File: src/rtl/mem_port_arbiter_pkg.sv
`default_nettype none
// ============================================================================
//  Module      : mem_port_arbiter_pkg
//  Description : Shared types for the imem/dmem memory-port arbiter: the
//                request record carried through the pending slots and onto
//                the downstream port, and the arbiter state encoding.
//  Revision    : 1.0 - initial release
// ============================================================================
package mem_port_arbiter_pkg;

    // One memory request as seen on the downstream port.
    typedef struct packed {
        logic [31:0] addr;
        logic [3:0]  rmask;
        logic [3:0]  wmask;
        logic [31:0] wdata;
    } mem_req_t;

    // Arbiter state; BUSY_x names the side owning the in-flight request.
    typedef enum logic [1:0] {
        IDLE   = 2'd0,
        BUSY_I = 2'd1,
        BUSY_D = 2'd2
    } arb_state_t;

    localparam mem_req_t c_REQ_NONE = '0;

    // A request is present when either mask carries at least one lane.
    function automatic logic req_active(input mem_req_t req);
        return (|req.rmask) | (|req.wmask);
    endfunction

endpackage
`default_nettype wire

File: src/rtl/mem_port_arbiter_slot.sv
`default_nettype none
// ============================================================================
//  Module      : mem_req_slot
//  Description : Single-entry pending-request register for one requester.
//                i_load captures i_load_req and marks the slot valid;
//                i_consume empties it. Consume takes priority: the top level
//                only consumes and loads together when a fresh pulse is
//                granted straight through, which must not leave a stale copy.
//  Ports       : clk, rst          - clock, synchronous active-high reset
//                i_load, i_load_req - capture a new request
//                i_consume         - request has been issued downstream
//                o_valid, o_req    - slot occupancy and stored request
//  Revision    : 1.0 - initial release
// ============================================================================
module mem_req_slot
    import mem_port_arbiter_pkg::*;
(
    input  logic     clk,
    input  logic     rst,
    input  logic     i_load,
    input  mem_req_t i_load_req,
    input  logic     i_consume,
    output logic     o_valid,
    output mem_req_t o_req
);

    logic     r_valid;
    mem_req_t r_req;

    always_ff @(posedge clk) begin
        if (rst) begin
            r_valid <= 1'b0;
            r_req   <= c_REQ_NONE;
        end else if (i_consume) begin
            r_valid <= 1'b0;
        end else if (i_load) begin
            r_valid <= 1'b1;
            r_req   <= i_load_req;
        end
    end

    assign o_valid = r_valid;
    assign o_req   = r_req;

endmodule
`default_nettype wire

File: src/rtl/mem_port_arbiter.sv
`default_nettype none
// ============================================================================
//  Module      : mem_port_arbiter
//  Description : Shares one word-wide memory port between the instruction
//                fetch requester (imem) and the data requester (dmem).
//                Request pulses are captured in one slot per side, serialised
//                onto mem_* (registered) and held until mem_resp; the owner
//                then gets rdata plus a one-cycle resp pulse.
//  Parameters  : RR_MODE - 0: dmem wins ties; 1: round-robin, dmem first
//  Ports       : clk, rst                 - clock, sync active-high reset
//                imem_addr/rmask          - fetch request pulse
//                imem_rdata/resp          - fetch completion
//                dmem_addr/rmask/wmask/wdata - data request pulse
//                dmem_rdata/resp          - data completion
//                mem_addr/rmask/wmask/wdata - downstream request (held)
//                mem_rdata/resp           - downstream completion
//  Revision    : 1.0 - initial release
// ============================================================================
module mem_port_arbiter
    import mem_port_arbiter_pkg::*;
#(
    parameter int RR_MODE = 0
) (
    input  logic        clk,
    input  logic        rst,
    input  logic [31:0] imem_addr,
    input  logic [3:0]  imem_rmask,
    output logic [31:0] imem_rdata,
    output logic        imem_resp,
    input  logic [31:0] dmem_addr,
    input  logic [3:0]  dmem_rmask,
    input  logic [3:0]  dmem_wmask,
    input  logic [31:0] dmem_wdata,
    output logic [31:0] dmem_rdata,
    output logic        dmem_resp,
    output logic [31:0] mem_addr,
    output logic [3:0]  mem_rmask,
    output logic [3:0]  mem_wmask,
    output logic [31:0] mem_wdata,
    input  logic [31:0] mem_rdata,
    input  logic        mem_resp
);

    arb_state_t  r_state;
    mem_req_t    r_mem_req;
    logic        r_imem_resp, r_dmem_resp;
    logic [31:0] r_imem_rdata, r_dmem_rdata;

    mem_req_t w_imem_in, w_dmem_in, w_imem_slot, w_dmem_slot;
    mem_req_t w_imem_req, w_dmem_req;
    logic     w_imem_pulse, w_dmem_pulse;
    logic     w_imem_valid, w_dmem_valid;
    logic     w_imem_pend, w_dmem_pend;
    logic     w_free, w_pick_d, w_grant_i, w_grant_d;

    // A pulse arriving while the port is free is granted in the same cycle
    // (bypassing the slot) so mem_* is valid one cycle after the pulse.
    always_comb begin
        w_imem_in    = '{addr: imem_addr, rmask: imem_rmask, wmask: 4'b0, wdata: 32'b0};
        w_dmem_in    = '{addr: dmem_addr, rmask: dmem_rmask, wmask: dmem_wmask, wdata: dmem_wdata};
        w_imem_pulse = req_active(w_imem_in);
        w_dmem_pulse = req_active(w_dmem_in);
        w_imem_pend  = w_imem_valid | w_imem_pulse;
        w_dmem_pend  = w_dmem_valid | w_dmem_pulse;
        w_imem_req   = w_imem_valid ? w_imem_slot : w_imem_in;
        w_dmem_req   = w_dmem_valid ? w_dmem_slot : w_dmem_in;
        // The completing cycle already arbitrates, so grants run back to back.
        w_free       = (r_state == IDLE) | mem_resp;
        w_grant_d    = w_free & w_dmem_pend & w_pick_d;
        w_grant_i    = w_free & w_imem_pend & ~w_pick_d;
    end

    generate
        if (RR_MODE != 0) begin : g_rr
            // Set when dmem should win the next tie.
            logic r_rr_dmem;

            always_ff @(posedge clk) begin
                if (rst) begin
                    r_rr_dmem <= 1'b1;
                end else if (w_grant_d) begin
                    r_rr_dmem <= 1'b0;
                end else if (w_grant_i) begin
                    r_rr_dmem <= 1'b1;
                end
            end

            assign w_pick_d = (w_imem_pend & w_dmem_pend) ? r_rr_dmem : w_dmem_pend;
        end else begin : g_fixed
            assign w_pick_d = w_dmem_pend;
        end
    endgenerate

    mem_req_slot u_imem_slot (
        .clk        (clk),
        .rst        (rst),
        .i_load     (w_imem_pulse),
        .i_load_req (w_imem_in),
        .i_consume  (w_grant_i),
        .o_valid    (w_imem_valid),
        .o_req      (w_imem_slot)
    );

    mem_req_slot u_dmem_slot (
        .clk        (clk),
        .rst        (rst),
        .i_load     (w_dmem_pulse),
        .i_load_req (w_dmem_in),
        .i_consume  (w_grant_d),
        .o_valid    (w_dmem_valid),
        .o_req      (w_dmem_slot)
    );

    always_ff @(posedge clk) begin
        if (rst) begin
            r_state      <= IDLE;
            r_mem_req    <= c_REQ_NONE;
            r_imem_resp  <= 1'b0;
            r_dmem_resp  <= 1'b0;
            r_imem_rdata <= 32'b0;
            r_dmem_rdata <= 32'b0;
        end else begin
            r_imem_resp <= 1'b0;
            r_dmem_resp <= 1'b0;

            // mem_resp only counts while a request is in flight.
            if (mem_resp && r_state == BUSY_I) begin
                r_imem_resp  <= 1'b1;
                r_imem_rdata <= mem_rdata;
            end
            if (mem_resp && r_state == BUSY_D) begin
                r_dmem_resp  <= 1'b1;
                r_dmem_rdata <= mem_rdata;
            end

            if (w_free) begin
                if (w_grant_d) begin
                    r_state   <= BUSY_D;
                    r_mem_req <= w_dmem_req;
                end else if (w_grant_i) begin
                    r_state   <= BUSY_I;
                    r_mem_req <= w_imem_req;
                end else begin
                    // Nothing to issue: drop the masks, address/data may linger.
                    r_state         <= IDLE;
                    r_mem_req.rmask <= 4'b0;
                    r_mem_req.wmask <= 4'b0;
                end
            end
        end
    end

    assign mem_addr   = r_mem_req.addr;
    assign mem_rmask  = r_mem_req.rmask;
    assign mem_wmask  = r_mem_req.wmask;
    assign mem_wdata  = r_mem_req.wdata;
    assign imem_resp  = r_imem_resp;
    assign imem_rdata = r_imem_rdata;
    assign dmem_resp  = r_dmem_resp;
    assign dmem_rdata = r_dmem_rdata;

endmodule
`default_nettype wire
File: config.mk
export PLATFORM = sky130hd
export DESIGN_NAME = mem_port_arbiter
export DESIGN_NICKNAME = d
export VERILOG_FILES = /design/src/rtl/mem_port_arbiter_pkg.sv /design/src/rtl/mem_port_arbiter_slot.sv /design/src/rtl/mem_port_arbiter.sv
export SDC_FILE = /design/constraint.sdc
export NUM_CORES = 1
export LEC_CHECK = 0
export ABC_AREA = 1
export BUFFER_PORTS_ARGS = -buffer_cell sky130_fd_sc_hd__buf_4
export CAP_MARGIN = 25
export CORE_MARGIN = 10
export CORE_UTILIZATION = 44
export DETAILED_ROUTE_END_ITERATION = 6
export GPL_TIMING_DRIVEN = 1
export HOLD_SLACK_MARGIN = 0.15
export PLACE_DENSITY = 0.71
export SYNTH_ARGS = -nofsm -noshare
export SYNTH_HDL_FRONTEND = slang
export SYNTH_HIERARCHICAL = 1
export SYNTH_SLANG_ARGS = --single-unit
export TNS_END_PERCENT = 10
File: constraint.sdc
create_clock -name clk -period 1.9 [get_ports clk]
set_input_delay 0.095 -clock clk [delete_from_list [all_inputs] [get_ports clk]]
set_output_delay 0.095 -clock clk [all_outputs]
set_load 0.01 [all_outputs]
# --- Yosys cells after proc, flatten, opt, wreduce, memory -nomap -nowiden ---
# Cells that the tools add are included.
classes:
  mux: 10
  eq_ne: 2
  bitwise: 11
  reduce_logical: 12
ops:
  columns: ["op", "count"]
  rows:
  - ["72-bit two-way mux", 3]
  - ["32-bit two-way mux", 2]
  - ["4-bit OR reduction", 3]
  - ["8-bit two-way mux", 1]
  - ["2-bit AND reduction", 3]
  - ["1-bit bitwise AND", 4]
  - ["1-bit bitwise OR", 4]
  - ["2-bit OR reduction", 2]
  - ["1-bit two-way mux", 3]
  - ["1-bit inverter", 3]
  - ["2-bit by 1-bit equality test with 1-bit output (second input constant)", 1]
  - ["2-bit equality test (second input constant)", 1]
  - ["1-bit logical AND", 2]
  - ["2-bit zero test", 1]
  - ["2-bit two-way mux", 1]
  - ["2-bit nonzero test", 1]
word_totals:
  elab_cells: 52
  out_inout_bits: 138
  inputBits: 143
  reg_bits: 250

# --- Longest topological paths before layout ---
depth:
  word_depth: 7
  ltp_mapped: 12
  ltp_nobuf: 10

# --- Hierarchy ---
# Netlist, hierarchy kept.
by_module_without_submodules:
  columns: ["mod", "seq_area_each_um2", "area_each_um2", "cells_per_inst", "instances"]
  rows:
  - ["mem_port_arbiter", 2802.7, 7369.6, 1253, 1]
  - ["mem_req_slot", 1461.4, 3160.5, 468, 2]

# --- Least setup slack after synthesis ---
# OpenSTA, ideal clock, no wires.
synth_path:
  path_kind: "reg-to-reg"
  from: "register r_state[1]"
  to: "register u_imem_slot/o_req[0] (netlist name)"
  path_slack_ps: 301
  path_stages_with_launch: 10
  path_buffers: 2
  period_less_slack_ps: 1599
  required_time_ps: 1836
  t_arrival_ps: 1535
  setup_ps: 64
  path_cell_list: "dfxtp_1 o21ai_4 nand2_2 nor2_2 buf_4 inv_2 buf_6 nand3_1 nand2_1 nor2_1"
synth_lines:
  columns: ["element", "line_no", "rtl"]
  rows:
  - ["from (decl)", "mem_port_arbiter.sv:44", "arb_state_t r_state;"]
  - ["from (signal assigned)", "mem_port_arbiter.sv:116", "r_state <= IDLE;"]
  - ["from (signal assigned)", "mem_port_arbiter.sv:138", "r_state <= BUSY_D;"]
  - ["from (signal assigned)", "mem_port_arbiter.sv:141", "r_state <= BUSY_I;"]

# --- Worst setup path in the final report ---
layout_path:
  from: "input port dmem_wmask[1]"
  to: "register u_dmem_slot.r_req, in the netlist u_dmem_slot/o_req[49]"
layout_between:
  elab_chain_cells: 7
layout_rtl:
  columns: ["element", "line_no", "rtl"]
  rows:
  - ["from (decl)", "mem_port_arbiter.sv:32", "input logic [3:0] dmem_wmask,"]
  - ["4-bit OR reduction *", "mem_port_arbiter_pkg.sv:30", "return (|req.rmask) | (|req.wmask);"]
  - ["1-bit bitwise OR *", "mem_port_arbiter_pkg.sv:30", null]
  - ["1-bit bitwise OR", "mem_port_arbiter.sv:64", "w_dmem_pend = w_dmem_valid | w_dmem_pulse;"]
  - ["1-bit bitwise AND (2 in a row)", "mem_port_arbiter.sv:69", "w_grant_d = w_free & w_dmem_pend & w_pick_d;"]
  - ["1-bit inverter (no line)", null, null]
  - ["2-bit AND reduction (no line) *", null, null]
  - ["to (signal assigned)", "mem_port_arbiter_slot.sv:33", "r_req <= c_REQ_NONE;"]
  - ["to (signal assigned)", "mem_port_arbiter_slot.sv:38", "r_req <= i_load_req;"]
  - ["to (decl)", "mem_port_arbiter_slot.sv:28", "mem_req_t r_req;"]
# Mark *: on every way between the ends. The rest lies on a longest branch, timed or not.
# A chain may end at the register's enable or synchronous reset.

==> impl_metrics.ini <==
[run_status]
status = finished, final reports clean

[worst_setup_path]
slowest_delay_ns = 0.55
end_kind = flip-flop
required_ns = 2.31
critPathMaxFanout = 48
crit_buf_inv = 5
cp_top_family = buffers and inverters
cpMaxStageDelayCell = dlygate4sd3_1
r2r_cells = 7
crit_chain = dlygate4sd3_1, buf_4, nor2_1, nand2_1, nor2_4, nand2_2, nand2_4, inv_2, inv_2, buf_12, nand3_1, nand2_1, nor2_1
r2r_slack_ns = 0.14
r2r_start = r_state[0]
cp.arrival_ns = 2.22
crit_type = input port to flip-flop
worstReg2RegEnd = mem_wdata[14]
cp-start-kind = input port
setup.worst_path.start = dmem_wmask[1]

[hold_path]
hold_class = input port to flip-flop
hold_depth = 4
worstHoldStart = mem_rdata[18]
min_to = imem_rdata[18]

[floorplan]
io_pins = 281
die-area_sq_mm = 0.0386
core_area_sq_mm = 0.0307
die_y_um = 196
die_w_um = 196
rows = 64
initial_core_util_pct = 44.6

[cts]
cts_tree = built
cts_buffers = 35
insertion_delay_ns = 0.51
post_cts_buffers = 0
clockBufferDepth = 3
clock_sinks = 286
cts-root-buf = clkbuf_16
htreeDepth = 2
path_clk_slew_ns = 0.06

[timing]
rsz0062_at_grt = yes
hold_viol_final = 0
max_freq_mhz = 553
tightest_slew_ns = 0.600
setup_viol = 0
clock_skew_ns = 0.0141
fin_crit_ns = 1.81
slew_headroom_pct = 59.9
whs_ns = 0.366
final-max-slew-violation-count = 0
fin_crit_sh_pct = 95.2

[pwr]
p_leak_nw = 9.88
p_seq_share_pct = 43.1
sw_frac_of_total_pct = 27.1
power.total_mw = 15.3
power.net_switching_mw = 4.14
clkPwrFrac_pct = 41.1
vdd_drop_max_v = 0.000741
p_per_area_mw_per_mm2 = 822
pwr-share-comb_pct = 15.7
p_int_mw = 11.1

[grt]
antenna_found_initial = 4
grt_pass1_vias = 14100
gr-total-overflow = 0
busiest_layer = met2
met3_usage_pct = 4.57
grt_max_degree = 75
use_met2_pct = 39.8
grt_usage_pct = 23.4
grt_pass1_wl_um = 75200
use_met1_pct = 28.9

[synth]
yosysTopAreaCellShare_pct = 41.8
synth.avg_cell_area_sq_um = 6.25
synth_fa_ha_area_share_pct = 0
yosys.area_share.xor_xnor_pct = 0
synth_cells = 2189
synth_top_family_by_area = simple AND/OR/NAND/NOR gates
yosysSeqAreaShare_pct = 41.8
netlist_area_sq_mm = 0.0137
synth_cell_types = 24
yosys_warnings = 6
synth_area_leaders = dfxtp_1, nand2_1, nor2_1, nand3_1, inv_1
synth_largest_area_cell = dfxtp_1
ys_ff_latch = 286
synth_compound_area_share_pct = 5.71
synth_mux_area_share_pct = 0
synth-simple-area-share_pct = 40.2

[routing]
viasPerCell = 4.90
post_drt_wl_per_cell_um = 15.8
vias = 14700
wirelength_um = 47500
drt_iter0_drc = 1274
drc = 0
ant_nets = 0
dr.pass1.iters = 5

[final_layout]
nFillCells = 2828
drive_gt1_share_pct = 15.5
nets = 2728
final_util_pct = 60.6
multiInputGateArea_sq_mm = 0.00643
area_growth_pct = 35.7
seqCellArea_sq_mm = 0.00573

[flow_run]
maxCapViolCount = 0

[place]
io_buffers = 280
dp_hpwl_um = 30200
gp_congestion = 0.831
cells in the mapped netlist:
library cell,instances
clkbuf_1,55
nand2_4,1
nor3_2,1
conb_1,1
nand2_2,3
nand4_1,5
nand3_1,200
buf_4,8
inv_2,10
buf_2,31
buf_1,17
nor3_1,2
inv_1,218
nor2_1,562
a21boi_0,4
o21ai_0,115
nor2_4,2
a21oi_1,24
dfxtp_1,286
nand2_1,599
nor2_2,6
buf_6,30
o21ai_4,1
o21ai_1,8
kinds of logic after synthesis:
kind of cell / Yosys count
AOI/OAI and AO/OA: 152
and+or+nand+nor: 1381
other: 1
DFF: 286
buffers and inverters: 369
state kept, by name (all words and copies together), names as in the netlist:
signal and flops:
imem_resp 1, mem_rmask 4, r_state 2, mem_wmask 4, u_dmem_slot/o_req 72, mem_addr 32, dmem_rdata 32, u_dmem_slot/o_valid 1
mem_wdata 32, imem_rdata 32, u_imem_slot/o_req 72, dmem_resp 1, u_imem_slot/o_valid 1
stage by stage:
stage          TNS [ns]  setup WS (ns)  area, sq um  std cells
6_report              0         0.0921        18600       3004
3_5_place_dp          0         0.0767        16100       2802
3_3_place_gp          0          0.107        16100       2802
5_1_grt         -0.0535        -0.0273        18600       3004
4_1_cts               0         0.0329        18600       3002
2_1_floorplan         0          0.301        13800       2224
worst register-to-register path: cells and delay by family, from the launching register on:
kind,cells,cell delay (ns)
AND/OR/NAND/NOR,5,0.62
buffers and inverters,1,0.46
AO/OA/AOI/OAI,1,0.25
flip-flops,1,0.36
power by group through the flow:
| stage | clock network [mW] | registers [mW] | logic, mW |
|---|---|---|---|
| finish | 6.28 | 6.58 | 2.40 |
| global route | 6.63 | 6.62 | 2.68 |
| CTS | 6.39 | 6.58 | 2.39 |
| detailed placement | 0 | 6.70 | 2.13 |
| global placement | 0 | 6.69 | 2.10 |
| floorplan | 0 | 6.74 | 1.17 |
layer usage:
metal | share of wire (%) | wire (um)
met2 | 48 | 23000
met1 | 41 | 19600
met3 | 7.4 | 3530
met5 | 0.048 | 23
met4 | 2.9 | 1400
what timing repair did:
item / in CTS / in global routing
hold buffers: 142 / 0
hold endpoints to repair: 249 / 0
resized for setup: 0 / 3
setup endpoints to repair: 0 / 116
how the worst max path moves through the flow:
stage / slack [ns] / end / cells past startpoint
after CTS: 0.03 / mem_addr[27] / 12
after detailed placement: 0.08 / mem_addr[27] / 11
after global routing: -0.03 / mem_wdata[14] / 7
after floorplan: 0.30 / u_imem_slot/o_req[0] / 9
after global placement: 0.11 / mem_addr[27] / 11
final: 0.09 / u_dmem_slot/o_req[49] / 13
cell type report:
type / count / share of cell area [%]
inverter: 228 / 4.61
antenna: 2 / 0.0269
clock buffer: 48 / 5.36
multi-input combinational: 1569 / 34.6
timing repair buffer: 465 / 21.5
clock inverter: 10 / 0.384
sequential: 286 / 30.8
tap: 396 / 2.67
cells in the final DEF (no fill, tap or decap), drive strengths merged:
master | netlist | final
nand2 | 603 | 603
nor2 | 570 | 570
buf | 86 | 323
dfxtp | 286 | 286
inv | 228 | 229
nand3 | 200 | 200
dlygate4sd3 | 0 | 142
o21ai | 124 | 124
clkbuf | 55 | 48
conb | 1 | 36
a21oi | 24 | 24
clkinv | 0 | 8
nand4 | 5 | 5
a21boi | 4 | 4
nor3 | 3 | 3
diode | 0 | 2
clkinvlp | 0 | 1
No activity file was read; power rests on OpenSTA's default activity.
